===== config.mk =====
export PLATFORM = sky130hd
export DESIGN_NAME = stream_lfsr
export DESIGN_NICKNAME = d
export VERILOG_FILES = /design/src/rtl/stream_pkg.sv /design/src/rtl/stream_lfsr.sv
export SDC_FILE = /design/constraint.sdc
export NUM_CORES = 1
export LEC_CHECK = 0
export ABC_AREA = 1
export CAP_MARGIN = 30
export CORE_UTILIZATION = 40
export DETAILED_ROUTE_END_ITERATION = 12
export PLACE_DENSITY_LB_ADDON = 0.2
export SKIP_LAST_GASP = 1
export SLEW_MARGIN = 20
export SYNTH_ARGS = -nofsm -noshare
export SYNTH_HDL_FRONTEND = slang
export SYNTH_SLANG_ARGS = --single-unit

===== constraint.sdc =====
create_clock -name clk -period 0.9 [get_ports clk]
set_input_delay 0.27 -clock clk [delete_from_list [all_inputs] [get_ports clk]]
set_output_delay 0.27 -clock clk [all_outputs]
set_load 0.02 [all_outputs]

===== src/rtl/stream_pkg.sv =====
// Shared types and helpers for the valid/ready value-stream endpoints.
//   sink_state_t : sink checker FSM states
//   stall_mode_t : backpressure pattern selector
//   lfsr_step    : one shift of the 16-bit Fibonacci LFSR
//   stall_ready  : ready level for a given pattern and per-cycle sources
package stream_pkg;

  localparam int unsigned LFSR_WIDTH = 16;

  // Right-shifting Fibonacci taps for x^16 + x^14 + x^13 + x^11 + 1
  // (state bits 0, 2, 3 and 5 feed the new MSB).
  localparam logic [LFSR_WIDTH-1:0] LFSR_TAPS         = 16'h002D;
  localparam logic [LFSR_WIDTH-1:0] LFSR_DEFAULT_SEED = 16'hACE1;

  typedef enum logic [1:0] {
    IDLE = 2'd0,
    RUN  = 2'd1,
    DONE = 2'd2
  } sink_state_t;

  typedef enum logic [1:0] {
    STALL_NONE      = 2'd0,
    STALL_RANDOM    = 2'd1,
    STALL_ALTERNATE = 2'd2,
    STALL_ALWAYS    = 2'd3
  } stall_mode_t;

  // One LFSR shift: feedback enters at the MSB, state moves toward bit 0.
  function automatic logic [LFSR_WIDTH-1:0] lfsr_step(input logic [LFSR_WIDTH-1:0] s);
    return {^(s & LFSR_TAPS), s[LFSR_WIDTH-1:1]};
  endfunction

  // Ready level while running, given the random bit and alternate phase.
  function automatic logic stall_ready(input stall_mode_t mode,
                                       input logic        rand_bit,
                                       input logic        phase);
    logic rdy;
    rdy = 1'b0;
    case (mode)
      STALL_NONE:      rdy = 1'b1;
      STALL_RANDOM:    rdy = rand_bit;
      STALL_ALTERNATE: rdy = ~phase;
      STALL_ALWAYS:    rdy = 1'b0;
      default:         rdy = 1'b0;
    endcase
    return rdy;
  endfunction

endpackage


===== src/rtl/stream_lfsr.sv =====
// 16-bit Fibonacci LFSR used for pseudo-random stream backpressure/traffic.
// Ports:
//   clk      : rising-edge clock
//   rst_n    : asynchronous active-low reset (state cleared to 0)
//   i_load   : load i_seed this cycle (takes priority over i_en)
//   i_seed   : seed value, must be nonzero for a useful sequence
//   i_en     : advance one step this cycle
//   o_state  : current LFSR state
module stream_lfsr
  import stream_pkg::*;
(
  input  logic                  clk,
  input  logic                  rst_n,
  input  logic                  i_load,
  input  logic [LFSR_WIDTH-1:0] i_seed,
  input  logic                  i_en,
  output logic [LFSR_WIDTH-1:0] o_state
);

  logic [LFSR_WIDTH-1:0] r_state;

  // Shift register: load wins over step.
  always_ff @(posedge clk or negedge rst_n) begin
    if (!rst_n) begin
      r_state <= '0;
    end else if (i_load) begin
      r_state <= i_seed;
    end else if (i_en) begin
      r_state <= lfsr_step(r_state);
    end
  end

  assign o_state = r_state;

endmodule


# Word-level counts from Yosys, hierarchy flattened
# Index checks and enable logic that the tools add are counted.
[op_classes]
mux = 2
reduce_logical = 2
[ops]
columns = ["op", "n"]
rows = [
  ["$mux W16", 2],
  ["$reduce_xor A16 Y1", 1],
  ["$reduce_bool A2 Y1", 1],
]
[word_totals]
reg_bits = 16
output_inout_bits = 16
wordCells = 5

# Depth between registers and ports, before layout
[logic_depth]
depth_word = 3
mapped_depth = 6

# Worst setup path after synthesis
# Ideal clock, no wire load.
[synth_timing]
kind = "register -> register"
start = "reg r_state[5], in the netlist o_state[5]"
end = "reg r_state[15], in the netlist o_state[15]"
setup_time_ns = 0.121
arrival_time_ns = 0.823
required_time_ns = 0.779
path_slack_ns = -0.044
stages_incl_launch_ff = 7
n_path_buf = 0
path_cell_list = "dfrtp_1 > inv_1 > nand2_1 > nand2_1 > nand2_1 > nand3_1 > nand2_1"
[synth_between]
elab_chain_len = 3
[synth_lines]
columns = ["item", "line", "text"]
rows = [
  ["start, declared", "stream_lfsr.sv:20", "logic [LFSR_WIDTH-1:0] r_state;"],
  ["start signal, assigned", "stream_lfsr.sv:27", "r_state <= i_seed;"],
  ["start signal, assigned", "stream_lfsr.sv:29", "r_state <= lfsr_step(r_state);"],
  ["$reduce_xor A16 Y1", "stream_pkg.sv:30", "return {^(s & LFSR_TAPS), s[LFSR_WIDTH-1:1]};"],
  ["$mux W16", "stream_lfsr.sv:28", "end else if (i_en) begin"],
  ["$mux W16", "stream_lfsr.sv:26", "end else if (i_load) begin"],
]
# Every way passes these cells. The select of a mux whose other input is x is not followed.
# A chain may end at the register's enable or synchronous reset.

# Worst setup path after layout
[layout_timing]
start = "reg r_state[5], in the netlist o_state[5]"
end = "out o_state[5]"
[layout_lines]
columns = ["item", "line", "text"]
rows = [
  ["end, declared", "stream_lfsr.sv:17", "output logic [LFSR_WIDTH-1:0] o_state"],
]
# No word-level cell between the ends.

==> out/results.ini <==
[global_routing]
grt_antenna_before_repair=0
track_usage_pct=26.9
grt_start_max_net_pins=17
grt_pass1_vias=881
grt_overflow=0
grt_first_pass_wirelength_mm=3.91

[power]
power.leakage_nw=0.752
vdd_drop_max_mv=1.24
power.density_mw_per_mm2=1430

[hold_path]
hold_path.class=in -> async

[synthesis]
synth.distinct_cells=14
ys_async_sr_fraction_pct=100
yosysMostFrequentCell=nand2_1
synth_enable_flop_cells=0
syn_inst=89
synth_fp_nets=109
netlist.area_leader.share_pct=51.1
yosys_most_used_dff=dfrtp_1
ys_warn_count=0
ys_seq_elements=16
seq_area_frac_synth_pct=51.1
syn_area_um2=783
ys_top_cells_by_count=nand2_1 (40), dfrtp_1 (16), a22oi_1 (12)
synth_top_area_cell=dfrtp_1
synth_area_leaders=dfrtp_1 (51%), nand2_1 (19%), a22oi_1 (12%)
syn_area_per_cell_um2=8.80

[clocking]
clkLatencyLatePin_ns=0.30
cts_buffers=3
clock_sinks=16
cts-htree-levels=1
root_buffer=clkbuf_4
cts_tree=done
clk_pin_slew_ns=0.11
postCtsHoldBufs=0
cts.path.max_buffers=2

[timing]
max_freq_ghz=0.875
rsz0062_at_grt=true
fin_crit_sh_pct=127
worst_slew_pin_slew_ns=0.296
worst_slack_ns=-0.243
finClkSkew_ns=0.0147
hold_violations=0
finalSetupViolCount=19
finalSetupTns_ns=-3.66
final.min_clock_period_ns=1.14
timing.slew.headroom_pct=80.2
slew_violations=0

[worst_setup_path]
cp-end-kind=output port
cp_num_cells=1
r2r-end=o_state[15]
critical_path_required_ns=0.63
r2r_cells=7
worstSetupPathType=reg -> out
crit_buf_inv=1
crit_end=o_state[5]
setup.worst_path.start=o_state[5]
start_kind=flip-flop
worstReg2RegStart=o_state[5]
worstPathArrival_ns=0.87
path_cells=buf_6
cp_slowest_cell=dfrtp_2
slowest_delay_ns=0.44
path_delay_family=flip-flops
crit_fanout=2
rrSetupSlack_ns=-0.22

[cells_and_area]
area_growth_pct=97.0
drive_gt1_share_pct=48.0
fin_nets=173
antenna_cells=0
stdcell_area_mm2=0.00154
final_cells=177
final_util_pct=86.5
largest_reg_flops=16

[routing]
antenna_left=0
viasPerCell=5.25
drc_errors=0
vias=930
wl_mm=2.78
drt_first_iter_violations=27
wl_per_cell_um=15.7
dr.pass1.iters=4

[die]
rows=15
initial_utilization_pct=43.9
die_w_um=46.3
fp.coreArea_mm2=0.00178
dieHeight_um=46.3
io_pins=36
die_area_mm2=0.00214

[placement]
port_buffers=35
place.gp.congestion=0.830
dp_hpwl_mm=1.51
place_area_mm2=0.00134
place_ws_ns=-0.510
place_inst=169

[run]
maxCapViolCount=0

[outcome]
status=finished, violations left
violations=negative setup slack

-- metrics by stage --
step	hold WS (ns)	total power, mW
floorplan	-0.0256	1.14
global placement	0.555	1.56
detailed placement	0.560	1.57
CTS	0.309	2.14
global route	0.315	2.29
finish	0.293	2.20
-- report_power, final --
part | switching [mW] | internal [mW] | total [mW]
registers | 0.0621 | 0.796 | 0.859
clock network | 0.242 | 0.247 | 0.489
logic | 0.391 | 0.465 | 0.856
total | 0.696 | 1.51 | 2.20
-- cell families after synthesis --
group,synth area share [%]
AO/OA/AOI/OAI,13.4
XOR/XNOR,1.12
buffers and inverters,7.35
flip-flops,51.1
AND/OR/NAND/NOR,27.0
-- worst min path at each step --
stage	end	slack, ns	depth (start not counted)
global placement	o_state[6]	0.56	3
detailed placement	o_state[5]	0.56	3
finish	o_state[7]	0.29	2
floorplan	o_state[0]	-0.03	0
CTS	o_state[7]	0.31	2
global route	o_state[7]	0.31	2
-- placed cells by master, fill, tap and decap left out --
cell type | synthesis | layout
nor2_4 | 1 | 2
a22oi_1 | 12 | 2
nand2_2 | 0 | 2
nand3_1 | 4 | 1
nor2_8 | 1 | 1
o21ai_0 | 3 | 1
nand3_2 | 1 | 4
inv_2 | 1 | 3
buf_12 | 0 | 2
dfrtp_2 | 0 | 3
o21ai_1 | 0 | 2
buf_6 | 2 | 21
clkdlybuf4s50_1 | 0 | 17
xnor2_1 | 1 | 1
dfrtp_1 | 16 | 13
buf_4 | 1 | 19
clkdlybuf4s15_2 | 0 | 1
nand2_1 | 40 | 38
a22oi_2 | 0 | 10
inv_1 | 5 | 3
clkbuf_8 | 0 | 1
bufbuf_16 | 0 | 1
dlygate4sd2_1 | 0 | 1
clkbuf_4 | 0 | 3
-- final cells by class --
type,count,area (um2)
clock buffer,4,36.3
sequential,16,404
tap,25,31.3
timing repair buffer,62,642
multi-input combinational,64,407
inverter,6,22.5
fill,88,240
-- timing repair --
| item | 4_1_cts | 5_1_grt |
|---|---|---|
| gates cloned | 2 | 0 |
| endpoints found under the setup margin | 32 | 29 |
| pin swaps | 5 | 8 |
| buffers inserted | 4 | 1 |
| resized for setup | 111 | 13 |
-- routing by layer --
metal | GRT usage, % | share of wire [%] | vias up
met2 | 44.5 | 53 | 58
met4 | 14.7 | 0.72 | 0
met1 | 32.8 | 39 | 444
met3 | 4.71 | 7.8 | 4
met5 | 0 | 0 | -
li1 | - | - | 424
No activity file was read; power rests on OpenSTA's default activity.
